$ cat src/rtl/sar_seq_pkg.sv
// Shared state encoding and width helper for the SAR conversion scheduler.
package sar_seq_pkg;

    typedef enum logic [1:0] {
        IDLE   = 2'd0,
        SAMPLE = 2'd1,
        TRIAL  = 2'd2,
        HOLD   = 2'd3
    } state_e;

    // Index width for a count of n items, never below one bit.
    function automatic int unsigned cw_of(input int unsigned n);
        int unsigned w;
        w = 1;
        if (n > 1) w = int'($clog2(n));
        return w;
    endfunction

endpackage

$ cat src/rtl/sar_seq_ctrl_if.sv
// Requester, analog-side and result signals of the SAR scheduler.
// SAR_SEQ_OVR_EN adds the sticky overwrite flag OVR.
interface sar_seq_ctrl_if
    import sar_seq_pkg::*;
#(
    parameter int unsigned NBITS = 4,
    parameter int unsigned NCH   = 2
);
    localparam int unsigned CW = cw_of(NCH);

    logic [NCH-1:0]   REQ;
    logic [NCH-1:0]   GNT;
    logic [CW-1:0]    CHSEL;
    logic             SARRST;
    logic [NBITS-1:0] DACEN;
    logic             VCOMP;
    logic             BUSY;
    logic             RES_VALID;
    logic             RES_READY;
    logic [NBITS-1:0] RES_DATA;
    logic [CW-1:0]    RES_CH;
`ifdef SAR_SEQ_OVR_EN
    logic             OVR;

    modport master (
        input  REQ, VCOMP, RES_READY,
        output GNT, CHSEL, SARRST, DACEN, BUSY, RES_VALID, RES_DATA, RES_CH, OVR
    );
    modport slave (
        output REQ, VCOMP, RES_READY,
        input  GNT, CHSEL, SARRST, DACEN, BUSY, RES_VALID, RES_DATA, RES_CH, OVR
    );
`else
    modport master (
        input  REQ, VCOMP, RES_READY,
        output GNT, CHSEL, SARRST, DACEN, BUSY, RES_VALID, RES_DATA, RES_CH
    );
    modport slave (
        output REQ, VCOMP, RES_READY,
        input  GNT, CHSEL, SARRST, DACEN, BUSY, RES_VALID, RES_DATA, RES_CH
    );
`endif

endinterface

$ cat src/rtl/sar_seq_ctrl_rr_arbiter.sv
// Round-robin channel picker: first requester at or after the pointer wins.
module rr_arbiter
    import sar_seq_pkg::*;
#(
    parameter  int unsigned NCH = 2,
    localparam int unsigned CW  = cw_of(NCH)
) (
    input  logic [NCH-1:0] req,
    input  logic [CW-1:0]  ptr,
    output logic [NCH-1:0] gnt_c,
    output logic [CW-1:0]  idx_c,
    output logic           found_c
);

    logic [CW-1:0] cand;

    always_comb begin
        gnt_c   = '0;
        idx_c   = '0;
        found_c = 1'b0;
        cand    = '0;
        for (int unsigned off = 0; off < NCH; off++) begin
            cand = CW'((32'(ptr) + off) % NCH);
            if (!found_c && req[cand]) begin
                found_c     = 1'b1;
                idx_c       = cand;
                gnt_c[cand] = 1'b1;
            end
        end
    end

endmodule

$ cat src/rtl/sar_seq_ctrl.sv
// Multi-channel SAR conversion scheduler: arbitration, sample/trial sequencing, result slot.
// SAR_SEQ_OVR_EN: no HOLD stall; new results overwrite the slot and set sticky OVR.
module sar_seq_ctrl
    import sar_seq_pkg::*;
#(
    parameter int unsigned NBITS      = 4,
    parameter int unsigned NCH        = 2,
    parameter int unsigned SAMPLE_CYC = 1
) (
    input logic            CLK,
    input logic            RESET,
    sar_seq_ctrl_if.master bus
);

    localparam int unsigned CW = cw_of(NCH);
    localparam int unsigned SW = cw_of(SAMPLE_CYC);
    localparam int unsigned BW = cw_of(NBITS);

    state_e           state_q, state_d;
    logic [SW-1:0]    samp_q, samp_d;
    logic [BW-1:0]    bit_q, bit_d;
    logic [NBITS-1:0] code_q, code_d, code_fin;
    logic [CW-1:0]    chsel_q, chsel_d;
    logic [CW-1:0]    ptr_q, ptr_d;
    logic [NCH-1:0]   gnt_q, gnt_d;
    logic             sarrst_q, sarrst_d;
    logic [NBITS-1:0] dacen_q, dacen_d;
    logic             busy_q, busy_d;
    logic             res_valid_q, res_valid_d;
    logic [NBITS-1:0] res_data_q, res_data_d;
    logic [CW-1:0]    res_ch_q, res_ch_d;
    logic             arb_take;
`ifdef SAR_SEQ_OVR_EN
    logic             ovr_q, ovr_d;
`endif

    logic [NCH-1:0] arb_gnt_c;
    logic [CW-1:0]  arb_idx_c;
    logic           arb_found_c;

    rr_arbiter #(.NCH(NCH)) u_arb (
        .req     (bus.REQ),
        .ptr     (ptr_q),
        .gnt_c   (arb_gnt_c),
        .idx_c   (arb_idx_c),
        .found_c (arb_found_c)
    );

    always_ff @(posedge CLK) begin
        if (RESET) begin
            state_q     <= IDLE;
            samp_q      <= '0;
            bit_q       <= '0;
            code_q      <= '0;
            chsel_q     <= '0;
            ptr_q       <= '0;
            gnt_q       <= '0;
            sarrst_q    <= 1'b0;
            dacen_q     <= '0;
            busy_q      <= 1'b0;
            res_valid_q <= 1'b0;
            res_data_q  <= '0;
            res_ch_q    <= '0;
`ifdef SAR_SEQ_OVR_EN
            ovr_q       <= 1'b0;
`endif
        end else begin
            state_q     <= state_d;
            samp_q      <= samp_d;
            bit_q       <= bit_d;
            code_q      <= code_d;
            chsel_q     <= chsel_d;
            ptr_q       <= ptr_d;
            gnt_q       <= gnt_d;
            sarrst_q    <= sarrst_d;
            dacen_q     <= dacen_d;
            busy_q      <= busy_d;
            res_valid_q <= res_valid_d;
            res_data_q  <= res_data_d;
            res_ch_q    <= res_ch_d;
`ifdef SAR_SEQ_OVR_EN
            ovr_q       <= ovr_d;
`endif
        end
    end

    // Next-state and next registered outputs.
    always_comb begin
        state_d         = state_q;
        samp_d          = samp_q;
        bit_d           = bit_q;
        code_d          = code_q;
        chsel_d         = chsel_q;
        ptr_d           = ptr_q;
        gnt_d           = '0;
        sarrst_d        = 1'b0;
        dacen_d         = '0;
        res_valid_d     = res_valid_q & ~bus.RES_READY;
        res_data_d      = res_data_q;
        res_ch_d        = res_ch_q;
        arb_take        = 1'b0;
        code_fin        = code_q;
        code_fin[bit_q] = bus.VCOMP;
`ifdef SAR_SEQ_OVR_EN
        ovr_d           = ovr_q & ~(res_valid_q & bus.RES_READY);
`endif

        case (state_q)
            IDLE: arb_take = 1'b1;
            SAMPLE: begin
                if (samp_q == SW'(SAMPLE_CYC - 1)) begin
                    state_d = TRIAL;
                    bit_d   = BW'(NBITS - 1);
                    dacen_d = NBITS'(1) << (NBITS - 1);
                end else begin
                    samp_d   = samp_q + SW'(1);
                    sarrst_d = 1'b1;
                end
            end
            TRIAL: begin
                code_d = code_fin;
                if (bit_q != '0) begin
                    bit_d   = bit_q - BW'(1);
                    dacen_d = code_fin | (NBITS'(1) << bit_d);
                end else begin
`ifdef SAR_SEQ_OVR_EN
                    res_valid_d = 1'b1;
                    res_data_d  = code_fin;
                    res_ch_d    = chsel_q;
                    arb_take    = 1'b1;
                    if (res_valid_q && !bus.RES_READY) ovr_d = 1'b1;
`else
                    if (!res_valid_q || bus.RES_READY) begin
                        res_valid_d = 1'b1;
                        res_data_d  = code_fin;
                        res_ch_d    = chsel_q;
                        arb_take    = 1'b1;
                    end else begin
                        state_d = HOLD;
                    end
`endif
                end
            end
`ifndef SAR_SEQ_OVR_EN
            // Finished code waits here until the consumer frees the slot.
            HOLD: begin
                if (bus.RES_READY) begin
                    res_valid_d = 1'b1;
                    res_data_d  = code_q;
                    res_ch_d    = chsel_q;
                    arb_take    = 1'b1;
                end
            end
`endif
            default: state_d = IDLE;
        endcase

        if (arb_take) begin
            state_d = IDLE;
            if (arb_found_c) begin
                state_d  = SAMPLE;
                gnt_d    = arb_gnt_c;
                chsel_d  = arb_idx_c;
                ptr_d    = CW'((32'(arb_idx_c) + 32'd1) % NCH);
                samp_d   = '0;
                code_d   = '0;
                sarrst_d = 1'b1;
            end
        end

        busy_d = (state_d != IDLE);
    end

    assign bus.GNT       = gnt_q;
    assign bus.CHSEL     = chsel_q;
    assign bus.SARRST    = sarrst_q;
    assign bus.DACEN     = dacen_q;
    assign bus.BUSY      = busy_q;
    assign bus.RES_VALID = res_valid_q;
    assign bus.RES_DATA  = res_data_q;
    assign bus.RES_CH    = res_ch_q;
`ifdef SAR_SEQ_OVR_EN
    assign bus.OVR       = ovr_q;
`endif

endmodule

$ cat src/flat_wrapper.sv
// flat-port wrapper written by rule: the top's interface ports become plain ports
module sar_seq_ctrl_flat import sar_seq_pkg::*;
#(
    parameter int unsigned NBITS      = 4,
    parameter int unsigned NCH        = 2,
    parameter int unsigned SAMPLE_CYC = 1
)
  (CLK, RESET, bus_REQ, bus_VCOMP, bus_RES_READY, bus_GNT, bus_CHSEL, bus_SARRST, bus_DACEN, bus_BUSY, bus_RES_VALID, bus_RES_DATA, bus_RES_CH);
  sar_seq_ctrl_if #(.NBITS(NBITS), .NCH(NCH)) bus_i ();
  input logic CLK;
  input logic RESET;
  input wire logic [$bits(bus_i.REQ)-1:0] bus_REQ;
  input wire logic [$bits(bus_i.VCOMP)-1:0] bus_VCOMP;
  input wire logic [$bits(bus_i.RES_READY)-1:0] bus_RES_READY;
  output wire logic [$bits(bus_i.GNT)-1:0] bus_GNT;
  output wire logic [$bits(bus_i.CHSEL)-1:0] bus_CHSEL;
  output wire logic [$bits(bus_i.SARRST)-1:0] bus_SARRST;
  output wire logic [$bits(bus_i.DACEN)-1:0] bus_DACEN;
  output wire logic [$bits(bus_i.BUSY)-1:0] bus_BUSY;
  output wire logic [$bits(bus_i.RES_VALID)-1:0] bus_RES_VALID;
  output wire logic [$bits(bus_i.RES_DATA)-1:0] bus_RES_DATA;
  output wire logic [$bits(bus_i.RES_CH)-1:0] bus_RES_CH;
  assign bus_i.REQ = bus_REQ;
  assign bus_i.VCOMP = bus_VCOMP;
  assign bus_i.RES_READY = bus_RES_READY;
  assign bus_GNT = bus_i.GNT;
  assign bus_CHSEL = bus_i.CHSEL;
  assign bus_SARRST = bus_i.SARRST;
  assign bus_DACEN = bus_i.DACEN;
  assign bus_BUSY = bus_i.BUSY;
  assign bus_RES_VALID = bus_i.RES_VALID;
  assign bus_RES_DATA = bus_i.RES_DATA;
  assign bus_RES_CH = bus_i.RES_CH;
  sar_seq_ctrl #(.NBITS(NBITS), .NCH(NCH), .SAMPLE_CYC(SAMPLE_CYC)) u_core (.CLK(CLK), .RESET(RESET), .bus(bus_i));
endmodule
$ cat config.mk
export PLATFORM = sky130hd
export DESIGN_NAME = sar_seq_ctrl_flat
export DESIGN_NICKNAME = d
export VERILOG_FILES = /design/src/rtl/sar_seq_pkg.sv /design/src/rtl/sar_seq_ctrl_if.sv /design/src/rtl/sar_seq_ctrl_rr_arbiter.sv /design/src/rtl/sar_seq_ctrl.sv /design/src/flat_wrapper.sv
export SDC_FILE = /design/constraint.sdc
export NUM_CORES = 1
export LEC_CHECK = 0
export ABC_AREA = 1
export ABC_CLOCK_PERIOD_IN_PS = 1600
export CAP_MARGIN = 40
export CORE_ASPECT_RATIO = 1.75
export CORE_MARGIN = 2
export CORE_UTILIZATION = 30
export DETAILED_ROUTE_END_ITERATION = 8
export GPL_ROUTABILITY_DRIVEN = 0
export SLEW_MARGIN = 10
export SYNTH_ARGS = -nofsm -noshare
export SYNTH_HDL_FRONTEND = slang
export SYNTH_SLANG_ARGS = --single-unit
$ cat constraint.sdc
create_clock -name CLK -period 1.6 [get_ports CLK]
set_input_delay 0.32 -clock CLK [delete_from_list [all_inputs] [get_ports CLK]]
set_output_delay 0.32 -clock CLK [all_outputs]
set_load 0.02 [all_outputs]
==> out/results.md, run 1 <==
Run status
- **status** complete, no violations

Critical path
- **critical path's largest stage delay** 600 ps
- **cell depth of the worst flop-to-flop path** 8
- **launching point of the worst reg2reg path** u_core.state_q[0]
- **CP Launch Type** flop
- **capture point of the worst reg-to-reg path** u_core.bus.BUSY
- **critical path launch point** u_core.bus.RES_CH
- **critical path depth in cells** 1
- **WP data required** 1280 ps
- **Top delay family on crit path** buffers and inverters
- **Setup crit end kind** primary output
- **number of buffers and inverters on the critical path** 1
- **Worst Setup EP** bus_RES_CH
- **ordered cell list for the critical path** clkdlybuf4s50_1
- **worst-path cell with the longest stage delay** sky130_fd_sc_hd__clkdlybuf4s50_1
- **kind of critical path** reg2out
- **Worst Path Arrival** 1210 ps
- **maximum net fanout on the critical path** 2
- **register-to-register setup slack** 160 ps

Placement
- **count of buffers from port buffering** 20
- **post-detailed-placement half-perimeter wirelength** 2141 um
- **number of cells after detailed placement** 243
- **Area after DPL** 1549 um2

Clock tree
- **level count of the clock H-tree** 1
- **clock slew at reported path FFs** 80 ps
- **TritonCTS buffer count** 3
- **Num Clock Sinks** 25
- **maximum clock insertion buffer count** 2
- **cell at the root of the clock tree** sky130_fd_sc_hd__clkbuf_8
- **TritonCTS clock tree** done
- **insertion delay of the later-clocked pin in the worst-skew pair** 270 ps
- **Post-CTS Setup Inserts** 0

Route
- **Vias per Instance** 4.437
- **First-pass DRT Iterations** 4
- **post-detailed-routing wire length** 2670 um
- **Via Count** 1096
- **post-route ant nets** 0
- **1st-iter DRT viols** 19
- **Post-route DRC** 0
- **mean routed wirelength per cell** 10.81 um

Yosys
- **post-synthesis cell type count** 23
- **mean area per synthesized cell** 7.433 um2
- **yosys warns** 0
- **number of register bits inferred by synthesis** 25
- **synthesized netlist net count** 184
- **number of cells produced by synthesis** 169
- **proportion of synthesized chip area in sequential cells** 0.3984
- **Netlist Area Pre-Place** 1256 um2

STA
- **Final TNS setup** 0 ps
- **Period Utilization, post-route** 0.9553
- **Slew HR** 0.7698
- **Tightest Pin Transition** 341.7 ps
- **Slew Viols, Final** 0
- **hold slack** 469.5 ps
- **final setup violating endpoints** 0
- **Final Hold Violating Endpoints** 0
- **final setup skew** 3.531 ps
- **upper clock frequency limit** 654.3 MHz
- **final period demand of the worst path** 1528 ps
- **setup repair after global routing missed its margin** false

Cells and area
- **share of cells above drive strength 1** 0.1212
- **Final nets** 214
- **post-route insts no fill** 247
- **antenna fix cells** 0
- **final design instance area without fill** 1609 um2
- **area used by multi-input combinational logic** 649.4 um2
- **Seq. cell area** 501.7 um2
- **number of fill cells in the layout** 434
- **area growth from synthesis to layout** 28.09%

Worst hold path
- **number of instances on the worst hold path** 2
- **class of the tightest hold or removal check** reg2reg

Floorplanning
- **initial cell density of the core** 0.3084
- **DIE HEIGHT** 89.60 um
- **width of the chip** 52.92 um
- **Ports** 21
- **die area** 4741 um2
- **Site Rows** 31
- **CORE AREA** 4073 um2

Pwr
- **pwr dens** 793.7 nW/um2
- **worst ir drop on vdd** 0.3842 mV
- **leakage power of the design** 0.7596 nW
- **total power** 1.277 mW

Global route
- **Tot GR Track Use** 0.1295
- **aggregate global routing overflow** 0
- **global-route wire length before repair** 4464 um
- **via count of the first global-routing pass** 1022
- **number of antenna violations at the first check in global routing** 0
- **maximum number of pins on one net before global-route repair** 14

Job
- **Maximum Capacitance Violations** 0

==> stage by stage <==
stage,setup WS (ps),util
2_1_floorplan,229.9,-
3_3_place_gp,14.22,0.3803
6_report,71.56,0.3951
5_1_grt,5.793,0.3951
3_5_place_dp,-13.97,0.3803
4_1_cts,23.82,0.3911
==> cells in the final DEF (no fill, tap or decap) <==
| cell type | n |
|---|---|
| sky130_fd_sc_hd__a21oi_1 | 8 |
| sky130_fd_sc_hd__a31oi_1 | 1 |
| sky130_fd_sc_hd__buf_4 | 7 |
| sky130_fd_sc_hd__clkbuf_1 | 1 |
| sky130_fd_sc_hd__clkbuf_8 | 3 |
| sky130_fd_sc_hd__clkdlybuf4s50_1 | 18 |
| sky130_fd_sc_hd__dfxtp_1 | 24 |
| sky130_fd_sc_hd__dfxtp_2 | 1 |
| sky130_fd_sc_hd__dlygate4sd2_1 | 1 |
| sky130_fd_sc_hd__dlymetal6s2s_1 | 1 |
| sky130_fd_sc_hd__ha_1 | 8 |
| sky130_fd_sc_hd__ha_4 | 1 |
| sky130_fd_sc_hd__inv_1 | 24 |
| sky130_fd_sc_hd__inv_2 | 2 |
| sky130_fd_sc_hd__nand2_1 | 46 |
| sky130_fd_sc_hd__nand2_2 | 3 |
| sky130_fd_sc_hd__nand2_4 | 2 |
| sky130_fd_sc_hd__nand3_1 | 7 |
| sky130_fd_sc_hd__nand3_4 | 1 |
| sky130_fd_sc_hd__nand4_4 | 1 |
| sky130_fd_sc_hd__nor2_1 | 16 |
| sky130_fd_sc_hd__nor4_1 | 1 |
| sky130_fd_sc_hd__o211a_1 | 1 |
| sky130_fd_sc_hd__o211ai_1 | 1 |
| sky130_fd_sc_hd__o21a_1 | 1 |
| sky130_fd_sc_hd__o21ai_0 | 13 |
| sky130_fd_sc_hd__o21ai_1 | 2 |
| sky130_fd_sc_hd__o21ai_2 | 2 |
| sky130_fd_sc_hd__or2_2 | 1 |
==> per-layer routing <==
layer  GRT usage  vias up  wire, um
met4     0.06527        0        66
met1      0.1364      482      1067
met5           0        -         0
li1            -      590         -
met2      0.2432       19      1464
met3     0.01656        5        71
==> final cells by class <==
type / instances / area share
multi-input combinational: 116 / 0.4036
timing repair buffer: 27 / 0.1579
inverter: 26 / 0.06065
tap: 49 / 0.03810
sequential: 25 / 0.3118
clock buffer: 4 / 0.02799
==> flip-flops by register name, indices dropped and copies added, names as in the netlist <==
| register | count |
|---|---|
| u_core.bus.DACEN | 4 |
| u_core.bus.RES_DATA | 4 |
| u_core.code_q | 4 |
| u_core.bit_q | 2 |
| u_core.bus.GNT | 2 |
| u_core.state_q | 2 |
| u_core.bus.BUSY | 1 |
| u_core.bus.CHSEL | 1 |
| u_core.bus.RES_CH | 1 |
| u_core.bus.RES_VALID | 1 |
| u_core.bus.SARRST | 1 |
| u_core.ptr_q | 1 |
| u_core.samp_q | 1 |
==> worst min-delay path, stage by stage, from the launching register on <==
cell                      delay (ps)
sky130_fd_sc_hd__dfxtp_1         320
sky130_fd_sc_hd__nand2_1          60
sky130_fd_sc_hd__a21oi_1          50
==> cells in the mapped netlist (all sizes together) <==
cell type  count  area, um2
clkbuf         1      13.76
or2            1      6.260
a21oi          8      40.04
o21ai         17      92.59
nand2         51      214.0
o211ai         1      7.510
nor4           1      6.260
nand4          1      21.27
nand3          8      52.55
ha             9      112.6
o211a          1      10.01
dfxtp         25      500.5
buf            1      7.510
a31oi          1      6.260
nor2          16      60.06
inv           26      97.60
o21a           1      7.510
==> cells by family (layout without fill, tap and decap cells) <==
kind of cell / Yosys count / after routing / share of synthesized area
AOI/OAI and AO/OA: 29 / 29 / 0.1305
buffers and inverters: 28 / 57 / 0.09463
and+or+nand+nor: 78 / 78 / 0.2869
DFF: 25 / 25 / 0.3984
adders and majority gates: 9 / 9 / 0.08964
==> how the worst min path moves through the flow <==
stage,from,to
after floorplan,RESET,u_core.bus.RES_CH
after global placement,u_core.code_q[3],u_core.code_q[3]
after detailed placement,u_core.samp_q,u_core.samp_q
after CTS,u_core.code_q[3],u_core.code_q[3]
after global routing,u_core.bus.RES_CH,u_core.bus.RES_CH
final,u_core.bus.RES_CH,u_core.bus.RES_CH
==> report_power, final <==
| group | leakage [nW] | internal, mW | total, mW | switching (mW) |
|---|---|---|---|---|
| Sequential | 0.204 | 0.647 | 0.661 | 0.0148 |
| Clock | 0.0228 | 0.178 | 0.380 | 0.202 |
| Combinational | 0.533 | 0.101 | 0.235 | 0.134 |
==> timing repair <==
action	CTS	global route
gates resized for setup	1	5
hold buffers	0	0
endpoints found under the setup margin	1	16
No activity file was read; power rests on OpenSTA's default activity.
==> run 2: changes to the inputs <==
--- a/config.mk
+++ b/config.mk
@@ -6,7 +6,7 @@
 export NUM_CORES = 1
 export LEC_CHECK = 0
 export ABC_AREA = 1
-export ABC_CLOCK_PERIOD_IN_PS = 1600
+export ABC_CLOCK_PERIOD_IN_PS = 1400
 export CAP_MARGIN = 40
 export CORE_ASPECT_RATIO = 1.75
 export CORE_MARGIN = 2
==> constraint.sdc (replaced) <==
create_clock -name CLK -period 1.4 [get_ports CLK]
set_input_delay 0.28 -clock CLK [delete_from_list [all_inputs] [get_ports CLK]]
set_output_delay 0.28 -clock CLK [all_outputs]
set_load 0.02 [all_outputs]
==> out/results.md, run 2 (synthesized netlist as in run 1, its figures left out) <==
Job
- **Maximum Capacitance Violations** 0, unchanged

Cells and area
- **number of fill cells in the layout** 430, -0.92%
- **antenna fix cells** 0, unchanged
- **Final nets** 232, +8.4%
- **most used cells in the layout excluding fill and tap cells** sky130_fd_sc_hd__nand2_1, sky130_fd_sc_hd__buf_4, sky130_fd_sc_hd__inv_1, sky130_fd_sc_hd__dfxtp_1
- **area growth from synthesis to layout** 41.14%
- **final design instance area without fill** 1773 um2, +10%
- **most frequent standard cell in the layout excluding fill and tap cells** sky130_fd_sc_hd__nand2_1
- **share of cells above drive strength 1** 0.2593, +0.1380

Floorplanning
- **DIE HEIGHT** 89.60 um, unchanged
- **Ports** 21, unchanged
- **die area** 4741 um2, unchanged
- **width of the chip** 52.92 um, unchanged
- **Site Rows** 31, unchanged
- **CORE AREA** 4073 um2, unchanged
- **initial cell density of the core** 0.3084, unchanged

Critical path
- **CP Launch Type** flop
- **Worst Path Arrival** 1470 ps, +260 ps
- **Setup crit end kind** flop
- **WP data required** 1570 ps, +290 ps
- **maximum net fanout on the critical path** 5, +3
- **capture point of the worst reg-to-reg path** u_core.bus.BUSY
- **cell depth of the worst flop-to-flop path** 8, unchanged
- **critical path launch point** u_core.state_q[0]
- **kind of critical path** reg2reg
- **launching point of the worst reg2reg path** u_core.state_q[0]
- **register-to-register setup slack** 100 ps, -60 ps

STA
- **final setup violating endpoints** 0, unchanged
- **upper clock frequency limit** 767.1 MHz
- **Final Hold Violating Endpoints** 0, unchanged
- **Period Utilization, post-route** 0.9312
- **setup repair after global routing missed its margin** true
- **final period demand of the worst path** 1304 ps
- **Tightest Pin Transition** 256.2 ps, -85.57 ps
- **final setup skew** 3.333 ps, -0.1977 ps
- **Slew Viols, Final** 0, unchanged
- **Slew HR** 0.8290, +0.05926
- **Final TNS setup** 0 ps, unchanged

Pwr
- **worst ir drop on vdd** 0.4300 mV, +12%
- **leakage power of the design** 0.8920 nW, +17%
- **pwr dens** 846.0 nW/um2, +6.6%

Route
- **post-detailed-routing wire length** 2764 um, +3.5%
- **Vias per Instance** 4.336, -2.3%
- **First-pass DRT Iterations** 4, unchanged
- **post-route ant nets** 0, unchanged
- **Post-route DRC** 0, unchanged
- **mean routed wirelength per cell** 10.43 um, -3.5%
- **1st-iter DRT viols** 16, -3
- **Via Count** 1149, +4.8%

Clock tree
- **number of buffers added to fix hold violations after cts** 0, unchanged
- **maximum clock insertion buffer count** 2, unchanged
- **TritonCTS buffer count** 3, unchanged
- **Post-CTS Setup Inserts** 0, unchanged
- **insertion delay of the later-clocked pin in the worst-skew pair** 270 ps, about the same
- **level count of the clock H-tree** 1, unchanged
- **cell at the root of the clock tree** sky130_fd_sc_hd__clkbuf_8
- **TritonCTS clock tree** done
- **Num Clock Sinks** 25, unchanged
- **clock slew at reported path FFs** 90 ps, about the same

Worst hold path
- **launch point of the worst hold path** u_core.bus.RES_CH
- **class of the tightest hold or removal check** reg2reg
- **endpoint with the worst hold slack** u_core.bus.RES_CH
- **number of instances on the worst hold path** 2, unchanged

Global route
- **maximum number of pins on one net before global-route repair** 15, +1
- **Tot GR Track Use** 0.1393, +0.009758
- **via count of the first global-routing pass** 1169, +14%
- **global-route wire length before repair** 4795 um, +7.4%
- **aggregate global routing overflow** 0, unchanged
- **number of antenna violations at the first check in global routing** 0, unchanged

Run status
- **status** complete, no violations

Placement
- **Area after DPL** 1684 um2, +8.7%
- **post-detailed-placement half-perimeter wirelength** 2222 um, +3.8%
- **count of buffers from port buffering** 20, unchanged

==> run 2: cell types whose count changed in the layout (fill, tap and decap cells not counted), sizes merged <==
cell	before	now
clkdlybuf4s50	18	5
dlygate4sd2	1	15
dlymetal6s2s	1	0
buf	7	25
clkinv	0	1
clkbuf	4	3
==> run 2: per-stage QoR <==
stage          hold slack (ps)  cells  utilization  power (mW)  setup slack [ps]
6_report                 475.4    265       0.4353       1.500             96.33
5_1_grt                  495.2    265       0.4353       1.588            -9.857
4_1_cts                  472.5    265       0.4289       1.512             38.60
3_5_place_dp             455.3    261       0.4135       1.075            -119.5
3_3_place_gp             456.7    261       0.4135       1.074            -107.7
2_1_floorplan            349.1    169            -      0.9300             29.91
==> run 2: repair_timing <==
| item | in CTS | in global routing |
|---|---|---|
| pin swaps | 0 | 0 |
| endpoints found under the setup margin | 30 | 14 |
| gates resized for setup | 24 | 14 |
==> run 2: worst max-delay path by stage <==
stage | endpoint | slack (ps) | cells after the start
detailed placement | u_core.code_q[2] | -120 | 10
floorplan | u_core.code_q[1] | 30 | 11
CTS | u_core.code_q[2] | 40 | 11
global placement | u_core.code_q[2] | -110 | 10
finish | u_core.bus.BUSY | 100 | 8
global route | u_core.code_q[2] | -10 | 11
==> run 2: cell type report <==
class / instances / area (um2) / area share
clock buffers: 3 / 41.29 / 0.02329
clock inverters: 1 / 5.005 / 0.002823
inverters: 26 / 100.1 / 0.05646
multi-input cells: 116 / 688.2 / 0.3881
flip-flops and latches: 25 / 508.0 / 0.2865
well taps: 49 / 61.31 / 0.03458
repair buffers: 45 / 369.1 / 0.2082
==> run 2: routing by layer <==
layer | GRT usage | part of all wire | vias to the layer above
met4 | 0.08159 | 0.033 | 0
met2 | 0.2636 | 0.55 | 17
met1 | 0.1374 | 0.39 | 503
met3 | 0.02152 | 0.023 | 7
li1 | - | - | 622
met5 | 0 | 0 | -
==> run 2: critical path: stages, from the launching register on <==
cell	delay, ps
sky130_fd_sc_hd__dfxtp_2	390
sky130_fd_sc_hd__inv_4	60
sky130_fd_sc_hd__ha_4	250
sky130_fd_sc_hd__inv_1	100
sky130_fd_sc_hd__nand2_1	60
sky130_fd_sc_hd__nand2_1	50
sky130_fd_sc_hd__o21ai_0	100
sky130_fd_sc_hd__nand3_1	120
sky130_fd_sc_hd__nand3_1	70
==> run 2: where the power goes <==
part	internal [mW]	switching, mW
sequential	0.738	0.0161
combinational	0.147	0.168
clock	0.199	0.231
total	1.08	0.415
==> run 3: changes to the inputs <==
--- a/config.mk
+++ b/config.mk
@@ -7,7 +7,7 @@
 export LEC_CHECK = 0
 export ABC_AREA = 1
 export ABC_CLOCK_PERIOD_IN_PS = 1400
-export CAP_MARGIN = 40
+export CAP_MARGIN = 15
 export CORE_ASPECT_RATIO = 1.75
 export CORE_MARGIN = 2
 export CORE_UTILIZATION = 30
==> results of run 3 <==
Same layout as run 2: the final DEF is identical, and so are final timing and power.
==> edit, RTL diff (flow settings as in run 3) <==
`NCH` is set to 2 in 4 places; all go to 1.
--- a/src/rtl/sar_seq_ctrl_if.sv
+++ b/src/rtl/sar_seq_ctrl_if.sv
@@ -4,7 +4,7 @@
     import sar_seq_pkg::*;
 #(
     parameter int unsigned NBITS = 4,
-    parameter int unsigned NCH   = 2
+    parameter int unsigned NCH   = 1
 );
     localparam int unsigned CW = cw_of(NCH);
 
--- a/src/rtl/sar_seq_ctrl_rr_arbiter.sv
+++ b/src/rtl/sar_seq_ctrl_rr_arbiter.sv
@@ -2,7 +2,7 @@
 module rr_arbiter
     import sar_seq_pkg::*;
 #(
-    parameter  int unsigned NCH = 2,
+    parameter  int unsigned NCH = 1,
     localparam int unsigned CW  = cw_of(NCH)
 ) (
     input  logic [NCH-1:0] req,
--- a/src/rtl/sar_seq_ctrl.sv
+++ b/src/rtl/sar_seq_ctrl.sv
@@ -4,7 +4,7 @@
     import sar_seq_pkg::*;
 #(
     parameter int unsigned NBITS      = 4,
-    parameter int unsigned NCH        = 2,
+    parameter int unsigned NCH        = 1,
     parameter int unsigned SAMPLE_CYC = 1
 ) (
     input logic            CLK,
--- a/src/flat_wrapper.sv
+++ b/src/flat_wrapper.sv
@@ -2,7 +2,7 @@
 module sar_seq_ctrl_flat import sar_seq_pkg::*;
 #(
     parameter int unsigned NBITS      = 4,
-    parameter int unsigned NCH        = 2,
+    parameter int unsigned NCH        = 1,
     parameter int unsigned SAMPLE_CYC = 1
 )
   (CLK, RESET, bus_REQ, bus_VCOMP, bus_RES_READY, bus_GNT, bus_CHSEL, bus_SARRST, bus_DACEN, bus_BUSY, bus_RES_VALID, bus_RES_DATA, bus_RES_CH);
Ports: changed (resized bus_GNT and bus_REQ); port bits go from 21 to 19. The function was not compared with the original's and may differ.
==> edit against run 3 <==
Area after synthesis is 6.4% lower. Setup slack better by 0.011 ns. Combinational power is 31% lower. Total power is 18% lower. Sequential power is 18% lower. Critical path depth stayed put. Design area is 7.1% lower. Sequential cell count is 4 lower. Cell count is 4.9% lower. Wire length is 4.4% lower. Non-clock buffer count is 7 lower. Die area is 6.0% lower. Fmax is 0.81% higher.
==> edit: results (changes against run 3) <==
Tot GR Track Use = 13.35% (-0.58 points)
Met1 usage = 13.43% (-0.31 points)
Fraction of the mapped netlist area in adder cells = 10.64% (+1.7 points)
Vias in the first global route = 1,052 (-10%)
Met1 Routed Length = 1043 um (-3.3%)
Static Leakage = 0.8356 nW (-6.3%)
Worst reg2reg endpoint = u_core.bus.DACEN[0]
Hold path start = u_core.bus.RES_DATA[0]
Global-route wire length before repair = 4450 um (-7.2%)
CP Max Fanout = 3 (-2)
Clock group share of total power = 32.5% (+3.8 points)
Post-Synthesis Cells = 165 (-2.4%)
Hold path cells = 4 (+2)
Hold Crit Endpoint = u_core.bus.RES_DATA[0]
Logic pwr share = 17.6% (-3.4 points)
Share of cells above drive strength 1 = 25.00% (-0.93 points)
Top post-synthesis cells by count = 43 x nand2_1, 26 x inv_1, 21 x dfxtp_1, 19 x nor2_1, 15 x o21ai_0
Non-filler cells, final = 252 (-4.9%)
Placed inst area = 1528 sq um (-9.3%)
Power Total = 1.235 mW (-18%)
WP data arrival = 1.49 ns (+0.02 ns)
CTS clock-pin slew for the worst setup and hold paths = 0.07 ns (-0.02 ns)
Peak VDD IR = 0.3818 mV (-11%)
Top post-synthesis cells by area = dfxtp_1 36%, nand2_1 14%, ha_1 11%
M3 GR Usage = 2.069% (-0.083 points)
Average wire per standard cell = 10.49 um (+0.56%)
Reg2reg start = u_core.state_q[0]
Met2 Use GR = 25.74% (-0.63 points)
Post-DP HPWL = 2105 um (-5.3%)
Port Buf Inserts = 16 (-20%)
Fillers = 416 (-3.3%)
Outcome = finished, final reports clean
Met2 wire length = 1459 um (-4.5%)
Hold WS = 0.5132 ns (+0.03778 ns)
Worst Clk Skew = 0.001970 ns (-0.001363 ns)
N_diodes = 0 (unchanged)
WL met3 = 72 um (+14%)
Largest net degree at the start of global routing = 12 (-3)
Place WS = -0.1223 ns (-0.002835 ns)
Nets@finish = 220 (-5.2%)
Detailed-route vias per instance = 4.242 (-2.2%)
Slowest-stage cell, CP = dfxtp_2
CP max stage delay = 0.33 ns (-0.06 ns)
Seq/Total Area, Yosys = 35.74% (-4.1 points)
NetSw = 0.3251 mW (-22%)
Synth Area in Compound Gates = 10.74% (-2.3 points)
Yosys cell types = 24 (+4.3%)
edit: worst max-delay path by stage:
stage                     slack (ns)                endpoint              start  cells past startpoint
final                           0.11     u_core.bus.DACEN[0]  u_core.state_q[0]                      8
after global routing          -0.004  u_core.bus.RES_DATA[3]    u_core.bit_q[0]                      7
after CTS                      -0.02     u_core.bus.DACEN[0]  u_core.state_q[0]                      8
after detailed placement       -0.12  u_core.bus.RES_DATA[1]      bus_RES_READY                      7
after global placement         -0.11  u_core.bus.RES_DATA[2]      bus_RES_READY                      7
after floorplan                 0.11         u_core.bus.BUSY  u_core.state_q[0]                     10
edit: layout make-up:
type	count	area, sq um	share of cell area [%]
clock buffers	4	45.04	2.733
multi-input cells	113	695.7	42.22
repair buffers	38	310.3	18.83
flip-flops and latches	21	426.7	25.89
well taps	48	60.06	3.645
inverters	28	110.1	6.682
edit: what timing repair did:
action	CTS	global route
resized for setup	20	20
hold endpoints to repair	0	0
setup endpoints to repair	27	20
pin swaps	1	3
